## src/rtl/multicycle_controller_if.sv

```systemverilog
// multicycle_controller_if: control/status bundle between the multicycle controller and its datapath.
// master = controller side, slave = datapath side.
interface multicycle_controller_if #(
    parameter int COUNT_WIDTH = 32
);
    logic [6:0]             opcode;
    logic                   zero;
    logic [1:0]             ALU_op;
    logic [1:0]             ALU_src_a;
    logic [1:0]             ALU_src_b;
    logic [1:0]             result_src;
    logic                   adr_src;
    logic                   ir_write;
    logic                   pc_write;
    logic                   reg_write;
    logic                   mem_write;
    logic                   illegal;
    logic                   halted;
    logic [COUNT_WIDTH-1:0] instr_count;
    modport master (
        input  opcode, zero,
        output ALU_op, ALU_src_a, ALU_src_b, result_src, adr_src, ir_write,
               pc_write, reg_write, mem_write, illegal, halted, instr_count
    );
    modport slave (
        output opcode, zero,
        input  ALU_op, ALU_src_a, ALU_src_b, result_src, adr_src, ir_write,
               pc_write, reg_write, mem_write, illegal, halted, instr_count
    );
endinterface

```

## src/rtl/multicycle_controller.sv

```systemverilog
// multicycle_controller: RV32I multicycle main control FSM plus retired-instruction counter.
// Define MULTICYCLE_CONTROLLER_HALT_EN to add a sticky HALT state entered on ecall/ebreak.
module multicycle_controller #(
    parameter int COUNT_WIDTH = 32
) (
    input logic                    clock,
    input logic                    reset,
    multicycle_controller_if.master bus
);
    localparam logic [6:0] OP_LOAD   = 7'b0000011;
    localparam logic [6:0] OP_STORE  = 7'b0100011;
    localparam logic [6:0] OP_R      = 7'b0110011;
    localparam logic [6:0] OP_I      = 7'b0010011;
    localparam logic [6:0] OP_BRANCH = 7'b1100011;
    localparam logic [6:0] OP_JAL    = 7'b1101111;
`ifdef MULTICYCLE_CONTROLLER_HALT_EN
    localparam logic [6:0] OP_SYSTEM = 7'b1110011;
`endif

    typedef enum logic [3:0] {
        FETCH, DECODE, MEMADR, MEMREAD, MEMWB, MEMWRITE,
        EXECUTER, EXECUTEI, ALUWB, BEQ, JAL
`ifdef MULTICYCLE_CONTROLLER_HALT_EN
        , HALT
`endif
    } state_t;

    state_t state, state_next;
    logic [COUNT_WIDTH-1:0] count;
    logic [1:0] alu_op, src_a, src_b, res_src;
    logic adr, irw, pc_update, branch, rw, mw, ill;

    always_ff @(posedge clock) begin
        if (reset) begin
            state <= FETCH;
            count <= '0;
        end else begin
            state <= state_next;
            if (state == FETCH) count <= count + COUNT_WIDTH'(1);
        end
    end

    always_comb begin
        state_next = FETCH;
        alu_op = 2'b00;
        src_a = 2'b00;
        src_b = 2'b00;
        res_src = 2'b00;
        adr = 1'b0;
        irw = 1'b0;
        pc_update = 1'b0;
        branch = 1'b0;
        rw = 1'b0;
        mw = 1'b0;
        ill = 1'b0;
        case (state)
            FETCH: begin
                irw = 1'b1;
                src_b = 2'b10;
                res_src = 2'b10;
                pc_update = 1'b1;
                state_next = DECODE;
            end
            DECODE: begin
                src_a = 2'b01;
                src_b = 2'b01;
                case (bus.opcode)
                    OP_LOAD, OP_STORE: state_next = MEMADR;
                    OP_R:              state_next = EXECUTER;
                    OP_I:              state_next = EXECUTEI;
                    OP_BRANCH:         state_next = BEQ;
                    OP_JAL:            state_next = JAL;
`ifdef MULTICYCLE_CONTROLLER_HALT_EN
                    OP_SYSTEM:         state_next = HALT;
`endif
                    default:           ill = 1'b1;
                endcase
            end
            MEMADR: begin
                src_a = 2'b10;
                src_b = 2'b01;
                state_next = (bus.opcode == OP_LOAD) ? MEMREAD : MEMWRITE;
            end
            MEMREAD: begin
                adr = 1'b1;
                state_next = MEMWB;
            end
            MEMWB: begin
                res_src = 2'b01;
                rw = 1'b1;
            end
            MEMWRITE: begin
                adr = 1'b1;
                mw = 1'b1;
            end
            EXECUTER: begin
                src_a = 2'b10;
                alu_op = 2'b10;
                state_next = ALUWB;
            end
            EXECUTEI: begin
                src_a = 2'b10;
                src_b = 2'b01;
                alu_op = 2'b10;
                state_next = ALUWB;
            end
            ALUWB: rw = 1'b1;
            BEQ: begin
                src_a = 2'b10;
                alu_op = 2'b01;
                branch = 1'b1;
            end
            JAL: begin
                src_a = 2'b01;
                src_b = 2'b10;
                pc_update = 1'b1;
                state_next = ALUWB;
            end
`ifdef MULTICYCLE_CONTROLLER_HALT_EN
            HALT: state_next = HALT;
`endif
            default: state_next = FETCH;
        endcase
    end

    // reset masks every output so nothing fires while an instruction is being aborted
    assign bus.ALU_op      = reset ? 2'b00 : alu_op;
    assign bus.ALU_src_a   = reset ? 2'b00 : src_a;
    assign bus.ALU_src_b   = reset ? 2'b00 : src_b;
    assign bus.result_src  = reset ? 2'b00 : res_src;
    assign bus.adr_src     = ~reset & adr;
    assign bus.ir_write    = ~reset & irw;
    assign bus.pc_write    = ~reset & (pc_update | (branch & bus.zero));
    assign bus.reg_write   = ~reset & rw;
    assign bus.mem_write   = ~reset & mw;
    assign bus.illegal     = ~reset & ill;
    assign bus.instr_count = reset ? '0 : count;

`ifdef MULTICYCLE_CONTROLLER_HALT_EN
    logic halted_q;
    always_ff @(posedge clock) begin
        if (reset) halted_q <= 1'b0;
        else halted_q <= halted_q | (state_next == HALT);
    end
    assign bus.halted = ~reset & halted_q;
`else
    assign bus.halted = 1'b0;
`endif
endmodule

```

## src/flat_wrapper.sv

```systemverilog
// flat-port wrapper written by rule: the top's interface ports become plain ports
module multicycle_controller_flat 
#(
    parameter int COUNT_WIDTH = 32
)
  (clock, reset, bus_opcode, bus_zero, bus_ALU_op, bus_ALU_src_a, bus_ALU_src_b, bus_result_src, bus_adr_src, bus_ir_write, bus_pc_write, bus_reg_write, bus_mem_write, bus_illegal, bus_halted, bus_instr_count);
  multicycle_controller_if #(.COUNT_WIDTH(COUNT_WIDTH)) bus_i ();
  input logic clock;
  input logic reset;
  input wire logic [$bits(bus_i.opcode)-1:0] bus_opcode;
  input wire logic [$bits(bus_i.zero)-1:0] bus_zero;
  output wire logic [$bits(bus_i.ALU_op)-1:0] bus_ALU_op;
  output wire logic [$bits(bus_i.ALU_src_a)-1:0] bus_ALU_src_a;
  output wire logic [$bits(bus_i.ALU_src_b)-1:0] bus_ALU_src_b;
  output wire logic [$bits(bus_i.result_src)-1:0] bus_result_src;
  output wire logic [$bits(bus_i.adr_src)-1:0] bus_adr_src;
  output wire logic [$bits(bus_i.ir_write)-1:0] bus_ir_write;
  output wire logic [$bits(bus_i.pc_write)-1:0] bus_pc_write;
  output wire logic [$bits(bus_i.reg_write)-1:0] bus_reg_write;
  output wire logic [$bits(bus_i.mem_write)-1:0] bus_mem_write;
  output wire logic [$bits(bus_i.illegal)-1:0] bus_illegal;
  output wire logic [$bits(bus_i.halted)-1:0] bus_halted;
  output wire logic [$bits(bus_i.instr_count)-1:0] bus_instr_count;
  assign bus_i.opcode = bus_opcode;
  assign bus_i.zero = bus_zero;
  assign bus_ALU_op = bus_i.ALU_op;
  assign bus_ALU_src_a = bus_i.ALU_src_a;
  assign bus_ALU_src_b = bus_i.ALU_src_b;
  assign bus_result_src = bus_i.result_src;
  assign bus_adr_src = bus_i.adr_src;
  assign bus_ir_write = bus_i.ir_write;
  assign bus_pc_write = bus_i.pc_write;
  assign bus_reg_write = bus_i.reg_write;
  assign bus_mem_write = bus_i.mem_write;
  assign bus_illegal = bus_i.illegal;
  assign bus_halted = bus_i.halted;
  assign bus_instr_count = bus_i.instr_count;
  multicycle_controller #(.COUNT_WIDTH(COUNT_WIDTH)) u_core (.clock(clock), .reset(reset), .bus(bus_i));
endmodule
```

## config.mk

```make
export PLATFORM = sky130hd
export DESIGN_NAME = multicycle_controller_flat
export DESIGN_NICKNAME = d
export VERILOG_FILES = /design/src/rtl/multicycle_controller_if.sv /design/src/rtl/multicycle_controller.sv /design/src/flat_wrapper.sv
export SDC_FILE = /design/constraint.sdc
export NUM_CORES = 1
export LEC_CHECK = 0
export BUFFER_PORTS_ARGS = -buffer_cell sky130_fd_sc_hd__clkbuf_2
export CAP_MARGIN = 20
export CELL_PAD_IN_SITES_DETAIL_PLACEMENT = 1
export CELL_PAD_IN_SITES_GLOBAL_PLACEMENT = 1
export CORE_MARGIN = 1.5
export CORE_UTILIZATION = 43
export CTS_BUF_LIST = sky130_fd_sc_hd__clkbuf_8
export CTS_CLUSTER_SIZE = 14
export DETAILED_ROUTE_END_ITERATION = 12
export GPL_TIMING_DRIVEN = 0
export MAX_ROUTING_LAYER = met4
export PLACE_DENSITY_LB_ADDON = 0.1
export SKIP_CTS_REPAIR_TIMING = 1
export SYNTH_ARGS = -nofsm -noshare
export SYNTH_HDL_FRONTEND = slang
export SYNTH_SLANG_ARGS = --single-unit
```

## constraint.sdc

```tcl
create_clock -name clock -period 5.1 [get_ports clock]
set_clock_uncertainty 0.2 [all_clocks]
set_input_delay 0.51 -clock clock [delete_from_list [all_inputs] [get_ports clock]]
set_output_delay 0.51 -clock clock [all_outputs]
set_load 0.02 [all_outputs]
```

Word level (Yosys, flattened, before mapping). Cells that the tools add are included.

Bitwise logic cells: 9. Multiplexer cells: 20. Eq/ne operators: 16. Reductions and logical operators: 11. Add/sub/neg operators: 1.

Operators by type and width (count): 4-bit case mux with 5 select lines (2); 32-bit by 1-bit adder with 32-bit output, second input constant (1); 32-bit 2-to-1 mux (1); 4-bit by 3-bit equality test with 1-bit output, second input constant (4); 2-bit case mux with 2 select lines (4); 7-bit by 6-bit equality test with 1-bit output, second input constant (2); 7-bit equality test, second input constant (2); 4-bit equality test, second input constant (3); 2-bit OR reduction (6); 4-bit by 2-bit equality test with 1-bit output, second input constant (2); 1-bit 2-to-1 mux (8); 2-bit 2-to-1 mux (4); 1-bit AND (7); 7-bit by 2-bit equality test with 1-bit output, second input constant (1); 7-bit by 5-bit equality test with 1-bit output, second input constant (1); 3-bit OR reduction (2); 6-bit OR reduction (1); 4-bit by 1-bit equality test with 1-bit output, second input constant (1); 4-bit logical NOT (1); 4-bit OR reduction (1); 3-bit 2-to-1 mux (1); 1-bit inverter (1); 1-bit bitwise OR (1).

Bits of input ports: 10. Output and inout bits: 47. Logic and storage cells: 59. Register bits after elaboration: 36.

Logic depth before layout (Yosys ltp). Gate-level depths: netlist of run 1.

Word-level depth: 5. Depth in mapped cells: 7. Depth with buffers taken out: 5.

Least setup slack after synthesis of run 1. No wires, ideal clock.

Path type: flip-flop to output port. Start: reg u_core.state[0]. End: out bus_ALU_src_b[0]. Stages on the path, launching flop included: 6. Arrival: 2.043 ns. Path buffers: 1. Setup slack: 2.347 ns. Data required time: 4.390 ns. Cells stage by stage: dfxtp_1 clkbuf_1 inv_1 nor2_1 nor3_1 a2111oi_0.

Cells in the longest elaborated chain, start to end: 4. Elaborated cells between the ends (all ways): 9. Classes of those cells: eq/ne: 4; mux: 2; reduce/logical: 3.

RTL lines: start: declaration (RTL line multicycle_controller.sv:28) `state_t state, state_next;`; start signal: assignment (RTL line multicycle_controller.sv:38) `state <= state_next;`; 4-bit by 2-bit equality test with 1-bit output, or another cell as far along (RTL line multicycle_controller.sv:56) `case (state)`; 3-bit OR reduction (no line) or 2-bit OR reduction (tied branches); 2-bit case mux with 2 select lines * (RTL line multicycle_controller.sv:56); 2-bit 2-to-1 mux * (RTL line multicycle_controller.sv:129) `assign bus.ALU_src_b = reset ? 2'b00 : src_b;`; end: declaration (RTL line flat_wrapper.sv:14) `output wire logic [$bits(bus_i.ALU_src_b)-1:0] bus_ALU_src_b;`.

Every way passes the cells marked *; elsewhere a longest branch is shown, timed or not.

Worst setup path in the final report of run 1.
Start: in reset. End: out bus_result_src[1].

Cells in the longest elaborated chain, start to end: 1.

RTL lines: start: declaration (RTL line flat_wrapper.sv:9) `input logic reset;`; 2-bit 2-to-1 mux (RTL line multicycle_controller.sv:130) `assign bus.result_src = reset ? 2'b00 : res_src;`; end: declaration (RTL line flat_wrapper.sv:15) `output wire logic [$bits(bus_i.result_src)-1:0] bus_result_src;`.

Every way passes these cells.

==> flow_summary.yaml, run 1 <==
sta:
  tightest_slew_ps: 869.3
  slew-limit-headroom: 0.4160
  setup-tns-final_ps: 0
  post-route-period-util: 0.5809
  fin_crit_ps: 2963
  setup_violations: 0
  fmax_ghz: 0.3375
  rsz0062_at_grt: "no"
  drv_slew: 0
  final_hold_viol_count: 0
grt:
  track_usage: 0.2375
  grt-ovfl-total: 0
  grt_pass1_wl_microns: 9936
  grt_pass1_vias: 2150
  antenna_found_initial: 0
  grt_max_degree: 13
die:
  start_util: 0.4417
  core_sq_um: 5042
  dieArea_sq_um: 5620
  pin_count: 57
  fp-row-count: 26
  die_h_microns: 74.97
  die_x_microns: 74.97
routing:
  vias_per_cell: 5.384
  wl_met3_microns: 210
  drt-wirelength-per-cell_microns: 15.04
  ant_nets: 0
  drt-total-wl_microns: 6301
  vias: 2256
  drt_iter0_markers: 66
  drcViolationCount: 0
  highest_layer: "met4"
  met1_length_microns: 2835
  dr.pass1.iters: 4
  wl_met2_microns: 3159
pwr:
  powerDensity_nw_per_um2: 225.7
  peakVddDrop_v: 0.0001474
  p_leak_uw: 0.001084
clocking:
  cts_buffer_depth: 2
  cts_buffers: 5
  cts_tree: "yes"
  insertion_delay_ps: 300
  cts-root-buf: "clkbuf_8"
  clk_transition_reported_paths_ps: 70
  htreeDepth: 2
  cts.sinks: 36
layout:
  nets: 359
  syn_to_final_growth_pct: 21.29
  final_cell_mix: "clkbuf_2 (54), nor2_1 (39), dfxtp_1 (36)"
  fin_util: 0.5357
  final_common_cell: "clkbuf_2"
  drive_above_1_share: 0.2579
  n_antenna_cell: 0
logic_synthesis:
  netlist_area_sq_um: 2227
  yosysWarnings: 0
  synthCells: 286
  synth_fp_nets: 297
  yosys_register_bits: 36
  synth-edff-count: 0
  ys_seq_area_frac: 0.3236
  synthDistinctLibCells: 41
  synth.avg_cell_area_sq_um: 7.787
  synth_flop_cell: "dfxtp_1"
  synthArstFlopShare: 0
min_path:
  hold_class: "input port to flop"
critical_path:
  end_kind: "primary output"
  arrival_ps: 2250
  required_ps: 4390
  reg2reg_slack_ps: 2430
  worstSetupPathType: "input port to primary output"
  start_kind: "input port"
  worst-path-max-fanout: 10
place:
  place_hpwl_microns: 4614
  gp_congestion: 0.8451
  io_buffers: 54
run:
  timing.max_cap.violations: 0
status:
  status: "complete, no violations"
[cells in the mapped netlist, types with 2 or more instances]
cell       n  area [sq um]
and4_1     2         17.52
clkbuf_1  11         41.29
buf_6      3         33.78
nand2b_1   4         25.02
dfxtp_1   36         720.7
a31oi_1    2         12.51
nor4_1    12         75.07
o21ai_0    6         30.03
nor2b_1   30         187.7
nand4_1   10         62.56
nand3b_1   3         22.52
nor3_1    15         75.07
mux2_2    16         180.2
or4_1      5         37.54
and3_1     4         25.02
xnor2_1    7         61.31
or3_1      3         18.77
nand2_1   18         67.56
o31ai_1    3         22.52
buf_4      3         22.52
nor2_1    39         146.4
a21oi_1   11         55.05
a21o_1     2         15.01
buf_1      2         7.510
xor2_1     5         43.79
inv_1      6         22.52
nand3_1   14         70.07
[critical path, cell delays in order]
cell,delay [ps]
clkbuf_1,400
clkbuf_1,460
buf_1,440
nor2_1,140
buf_4,160
clkbuf_2,140
[power by group]
group | total (uW) | switching, uW | internal [uW] | leakage [uW]
sequential | 288 | 4.11 | 284 | 0.000291
combinational | 62.5 | 40.7 | 21.8 | 0.000739
clock | 259 | 114 | 145 | 0.0000541
[metal layers]
layer,GRT usage,vias to the layer above
met3,0.04418,10
met2,0.4110,42
met4,0.08283,0
met5,-,-
li1,-,1130
met1,0.2743,1074
[registers in the layout (all words and copies together) (netlist names)]
register / cells
u_core.count: 32
u_core.state: 4
[area by class of cell]
| type | count | area [sq um] |
|---|---|---|
| sequential | 36 | 720.7 |
| timing repair buffer | 55 | 275.3 |
| clock buffer | 5 | 68.82 |
| inverter | 6 | 22.52 |
| buffer | 20 | 110.1 |
| tap | 70 | 87.58 |
| clock inverter | 3 | 42.54 |
| fill | 683 | 2341 |
| multi-input combinational | 224 | 1374 |
[kinds of logic after synthesis]
logic type | Yosys count | synth area share
adder cells (fa/ha/maj) | 1 | 0.005617
other | 1 | 0.001684
XOR/XNOR | 12 | 0.04719
AO/OA/AOI/OAI | 27 | 0.07303
buffers and inverters | 26 | 0.05955
multiplexers | 17 | 0.08764
flip-flops | 36 | 0.3236
AND/OR/NAND/NOR | 166 | 0.4017
[worst paths after layout]
kind	startpoint	end	cells after the start
setup / recovery	reset	bus_result_src[1]	6
hold / removal	bus_opcode[0]	u_core.state[1]	3
setup reg to reg	u_core.state[2]	u_core.count[21]	6
hold reg to reg	u_core.count[12]	u_core.count[12]	2
[per-stage QoR]
step	cell area, sq um	power [uW]	setup WS, ps	cells	hold slack [ps]
6_report	2701	609.6	2137	419	275.6
2_1_floorplan	2227	335.5	2347	286	257.2
5_1_grt	2701	633.6	1997	419	294.1
4_1_cts	2701	612.7	2130	419	270.1
3_5_place_dp	2590	357.9	2112	411	290.3
3_3_place_gp	2585	355.2	2131	410	281.0
Note: power is estimated with default switching activity, not from simulation.
==> inputs of run 2 (changes only) <==
--- a/config.mk
+++ b/config.mk
@@ -10,7 +10,7 @@
 export CELL_PAD_IN_SITES_DETAIL_PLACEMENT = 1
 export CELL_PAD_IN_SITES_GLOBAL_PLACEMENT = 1
 export CORE_MARGIN = 1.5
-export CORE_UTILIZATION = 43
+export CORE_UTILIZATION = 39
 export CTS_BUF_LIST = sky130_fd_sc_hd__clkbuf_8
 export CTS_CLUSTER_SIZE = 14
 export DETAILED_ROUTE_END_ITERATION = 12
==> constraint.sdc (replaced) <==
create_clock -name clock -period 2.97 [get_ports clock]
set_clock_uncertainty 0.2 [all_clocks]
set_input_delay 0.297 -clock clock [delete_from_list [all_inputs] [get_ports clock]]
set_output_delay 0.297 -clock clock [all_outputs]
set_load 0.02 [all_outputs]
==> run 2 against run 1 <==
  * Clock power increased by 40%
  * Non-clock buffer count unchanged
  * Register-to-register slack got worse by 2200 ps
  * Clock-buffer cell count increased by 1
  * Die area increased by 9.8%
  * Routed wire length decreased by 2.3%
  * Critical path type is now flop to flop
  * Largest cell class unchanged
==> flow_summary.yaml, run 2 (same netlist as run 1, synthesis figures left out) <==
grt:
  antenna_found_initial: 0
  grt.busiest_layer: "met2"
  track_usage: 0.2157
  gr-usage-met3: 0.04535
  met2_usage: 0.3647
  grt_pass1_vias: 2163
  grt-ovfl-total: 0
  grt_max_degree: 11
  grt_pass1_wl_microns: 10270
  met1_usage: 0.2613
sta:
  rsz0062_at_grt: "no"
  tightest_slew_ps: 926.5
  setup-tns-final_ps: 0
  setup_violations: 0
  drv_slew: 0
  fin_crit_ps: 2700
  post-route-period-util: 0.9092
  final_hold_viol_count: 0
  fmax_ghz: 0.3703
  slew-limit-headroom: 0.3776
die:
  pin_count: 57
  core_sq_um: 5507
  dieArea_sq_um: 6173
  start_util: 0.4045
  die_h_microns: 78.57
  fp-row-count: 27
  die_x_microns: 78.57
routing:
  ant_nets: 0
  dr.pass1.iters: 4
  vias: 2215
  drt-total-wl_microns: 6157
  drt-wirelength-per-cell_microns: 14.62
  drcViolationCount: 0
  vias_per_cell: 5.261
  drt_iter0_markers: 98
layout:
  n_antenna_cell: 0
  fin_util: 0.4872
  fillers: 744
  final_common_cell: "clkbuf_2"
  largest-register: "u_core.count"
  design_area_sq_um: 2683
  syn_to_final_growth_pct: 20.45
  multi_input_area_sq_um: 1374
  largest_reg_flops: 32
  final_cell_mix: "clkbuf_2 (54), nor2_1 (39), dfxtp_1 (36)"
  nets: 359
  reg_top3: "u_core.count (32), u_core.state (4)"
  seqCellArea_sq_um: 720.7
  drive_above_1_share: 0.2521
critical_path:
  start_kind: "flop"
  crit_end: "u_core.count[29]"
  crit_buf_inv: 2
  path_cells: "buf_2 -> or4_4 -> buf_6 -> nor3_1 -> nand4_1 -> mux2_2"
  crit_slowest_cell: "nor3_1"
  worst-path-max-fanout: 10
  worstSetupPathType: "flop to flop"
  worst_r2r_startpoint: "u_core.state[2]"
  crit_cells: 6
  end_kind: "flop"
  cp_top_family: "simple AND/OR/NAND/NOR gates"
  arrival_ps: 2680
  r2r_end: "u_core.count[29]"
  reg2reg_slack_ps: 270
  required_ps: 2950
  crit_start: "u_core.state[2]"
  r2r_cells: 6
  slowest_delay_ps: 760
clocking:
  htreeDepth: 2
  clk_transition_reported_paths_ps: 70
  cts_buffers: 5
  cts_buffer_depth: 2
  cts-root-buf: "clkbuf_8"
  insertion_delay_ps: 300
  cts_tree: "yes"
  cts.sinks: 36
min_path:
  hold_class: "input port to flop"
pwr:
  powerDensity_nw_per_um2: 359.3
  p_leak_uw: 0.001084
  peakVddDrop_v: 0.0002059
place:
  place_hpwl_microns: 4633
  gp_congestion: 0.8100
  io_buffers: 54
  postPlaceCellArea_sq_um: 2592
status:
  status: "complete, no violations"
run:
  timing.max_cap.violations: 0
run 2: changes by cell type in the layout (fill, tap and decap cells not counted), sizes merged:
cell | previous run | this run
clkinvlp | 1 | 0
inv | 6 | 8
bufinv | 1 | 0
clkinv | 1 | 0
clkbuf | 70 | 71
run 2: how the worst min path moves through the flow:
stage / start / to / slack [ps] / cells past startpoint
floorplan: bus_opcode[0] / u_core.state[1] / 220 / 2
global placement: u_core.count[1] / u_core.count[1] / 280 / 2
detailed placement: u_core.count[1] / u_core.count[1] / 280 / 2
CTS: bus_opcode[0] / u_core.state[1] / 50 / 3
global route: bus_opcode[0] / u_core.state[1] / 60 / 3
finish: bus_opcode[1] / u_core.state[1] / 60 / 3
run 2: worst min-delay path: cells and delay by family:
kind                   cells  cell delay [ps]
and+or+nand+nor            2              100
buffers and inverters      1              110
run 2: layout make-up:
| class | count | area share |
|---|---|---|
| plain buffers | 20 | 0.04104 |
| clock buffers | 6 | 0.03078 |
| clock inverters | 2 | 0.002799 |
| inverters | 6 | 0.008396 |
| multi-input cells | 224 | 0.5121 |
| flip-flops and latches | 36 | 0.2687 |
| well taps | 72 | 0.03358 |
| repair buffers | 55 | 0.1026 |
run 2: metal layers:
layer | wire length [microns] | share of wire
met1 | 2842 | 0.46
met2 | 3046 | 0.49
met3 | 211 | 0.034
met4 | 57 | 0.0093
met5 | 0 | 0
run 2: report_power, final:
group	switching [uW]	internal, uW	leakage (uW)
logic	69.3	37.1	0.000739
registers	6.47	488	0.000291
clock network	181	182	0.0000538
total	256	708	0.00108
run 2: per-stage QoR:
stage | instances | power, uW | worst slack (ps) | hold slack [ps]
global route | 421 | 1002 | 85.43 | 58.10
CTS | 421 | 975.4 | 262.9 | 48.05
finish | 421 | 964.0 | 269.7 | 59.08
detailed placement | 413 | 613.9 | 261.0 | 283.9
global placement | 412 | 611.2 | 267.1 | 277.0
floorplan | 286 | 576.1 | 430.4 | 223.1
==> inputs of run 3 (changes only) <==
--- a/config.mk
+++ b/config.mk
@@ -17,6 +17,7 @@
 export GPL_TIMING_DRIVEN = 0
 export MAX_ROUTING_LAYER = met4
 export PLACE_DENSITY_LB_ADDON = 0.1
+export SETUP_SLACK_MARGIN = 0.5
 export SKIP_CTS_REPAIR_TIMING = 1
 export SYNTH_ARGS = -nofsm -noshare
 export SYNTH_HDL_FRONTEND = slang
==> run 3 against run 2 <==
  * Sequential cell count is the same
  * First-iteration DRC count shrank 51%
  * Clock power is essentially flat
  * Global-route usage shrank 0.064 points
  * Routed wire length shrank 0.44%
  * Final cell count grew 0.48%
  * Sequential power is essentially flat
  * Critical path depth grew 1
  * Core utilization grew 1.1 points
  * Largest power group unchanged
  * Highest routed layer unchanged
==> flow_summary.yaml, run 3 (same netlist as run 1, synthesis figures left out) <==
critical_path:
  required_ps: 2960
  crit_slowest_cell: "or4_4"
  cp_common_cell: "buf_6"
  worstSetupPathType: "flop to flop"
  slowest_delay_ps: 510
  arrival_ps: 2510
  reg2reg_slack_ps: 440
  worst-path-max-fanout: 8
  path_cells: "buf_6 -> or4_4 -> buf_8 -> or3_4 -> buf_6 -> or3b_4 -> mux2_4"
  start_kind: "flop"
  end_kind: "flop"
pwr:
  pwr-share-seq: 0.512
  p_int_uw: 711.5
  swShare: 0.2638
  p_clk_frac: 0.374
  p_leak_uw: 0.001111
  p_switching_uw: 255.0
  peakVddDrop_v: 0.0002893
  pwr-share-comb: 0.114
  powerDensity_nw_per_um2: 352.2
die:
  core_sq_um: 5507
  die_h_microns: 78.57
  dieArea_sq_um: 6173
  die_x_microns: 78.57
  pin_count: 57
  fp-row-count: 27
  start_util: 0.4045
grt:
  grt_pass1_vias: 2194
  grt-ovfl-total: 0
  grt_pass1_wl_microns: 10110
  grt_max_degree: 11
  antenna_found_initial: 0
  track_usage: 0.2151
layout:
  largest-register: "u_core.count"
  final_cell_mix: "clkbuf_2 (55), nor2_1 (39), dfxtp_1 (33)"
  n_antenna_cell: 0
  largest_reg_flops: 32
  fin_util: 0.4983
  syn_to_final_growth_pct: 23.20
  nets: 361
  drive_above_1_share: 0.2877
  reg_top3: "u_core.count (32), u_core.state (4)"
  final_common_cell: "clkbuf_2"
sta:
  fmax_ghz: 0.3957
  drv_slew: 0
  tightest_slew_ps: 557.3
  slew-limit-headroom: 0.6264
  setup-tns-final_ps: 0
  rsz0062_at_grt: "yes"
  fin_crit_ps: 2527
  final_hold_viol_count: 0
  setup_violations: 0
  post-route-period-util: 0.8509
clocking:
  insertion_delay_ps: 290
  htreeDepth: 2
  cts_buffers: 5
  clk_transition_reported_paths_ps: 70
  cts-root-buf: "clkbuf_8"
  cts_buffer_depth: 2
  cts_tree: "yes"
  cts.sinks: 36
routing:
  vias: 2243
  drt-total-wl_microns: 6130
  drt-wirelength-per-cell_microns: 14.49
  drt_iter0_markers: 48
  wl_met2_microns: 3127
  ant_nets: 0
  met1_length_microns: 2765
  drcViolationCount: 0
  vias_per_cell: 5.303
  wl_met3_microns: 161
  dr.pass1.iters: 4
  highest_layer: "met4"
run:
  timing.max_cap.violations: 0
status:
  status: "complete, no violations"
place:
  gp_congestion: 0.7792
  io_buffers: 54
  place_hpwl_microns: 4656
min_path:
  hold_class: "input port to flop"
-- run 3: cell types whose count changed in the layout (fill, tap and decap cells not counted), moves of 2 or more --
cell,change
dfxtp_2,+3
dfxtp_1,-3
buf_4,+3
nor3_2,+2
clkbuf_1,-3
nor4_1,-2
nor3_1,-2
nor4_2,+2
-- run 3: power groups by stage --
stage | Clock (uW) | Combinational, uW | Sequential (uW)
after floorplan | 0 | 72.4 | 504
after global placement | 0 | 106 | 506
after detailed placement | 0 | 108 | 506
after CTS | 375 | 109 | 494
after global routing | 396 | 122 | 495
final | 361 | 110 | 495
-- run 3: stage by stage --
| step | worst slack [ps] | power (uW) | cells | cell area [sq um] | hold WS (ps) |
|---|---|---|---|---|---|
| floorplan | 481.8 | 576.4 | 286 | 2228 | 223.1 |
| global placement | 316.3 | 611.6 | 412 | 2589 | 279.5 |
| detailed placement | 270.6 | 613.7 | 413 | 2594 | 285.5 |
| CTS | 256.8 | 978.0 | 421 | 2684 | 57.26 |
| global route | 399.6 | 1014 | 423 | 2744 | 88.23 |
| finish | 442.8 | 966.5 | 423 | 2744 | 63.00 |
-- run 3: layer usage --
layer | vias up | global-route usage
met3 | 6 | 0.04884
met5 | - | -
met1 | 1071 | 0.2489
met4 | 0 | 0.07679
met2 | 35 | 0.3638
li1 | 1131 | -
-- run 3: worst paths after layout --
| path | startpoint | end | depth (start not counted) |
|---|---|---|---|
| worst max register to register | u_core.state[2] | u_core.count[28] | 7 |
| worst max-delay path | u_core.state[2] | u_core.count[28] | 7 |
| worst min-delay path | bus_opcode[0] | u_core.state[1] | 3 |
| worst min register to register | u_core.count[1] | u_core.count[1] | 2 |
-- run 3: area by class of cell --
cell class	count	area, sq um
fillers	707	2763
inverters	6	22.52
clock inverters	2	7.507
flip-flops and latches	36	724.4
repair buffers	57	290.3
plain buffers	20	126.4
multi-input cells	224	1400
well taps	72	90.09
clock buffers	6	82.58
-- run 3: worst max-delay path: cells and delay by family, from the launching register on --
| kind | cells | cell delay [ps] |
|---|---|---|
| and+or+nand+nor | 3 | 1210 |
| buffers and inverters | 3 | 400 |
| DFF | 1 | 320 |
| muxes | 1 | 300 |
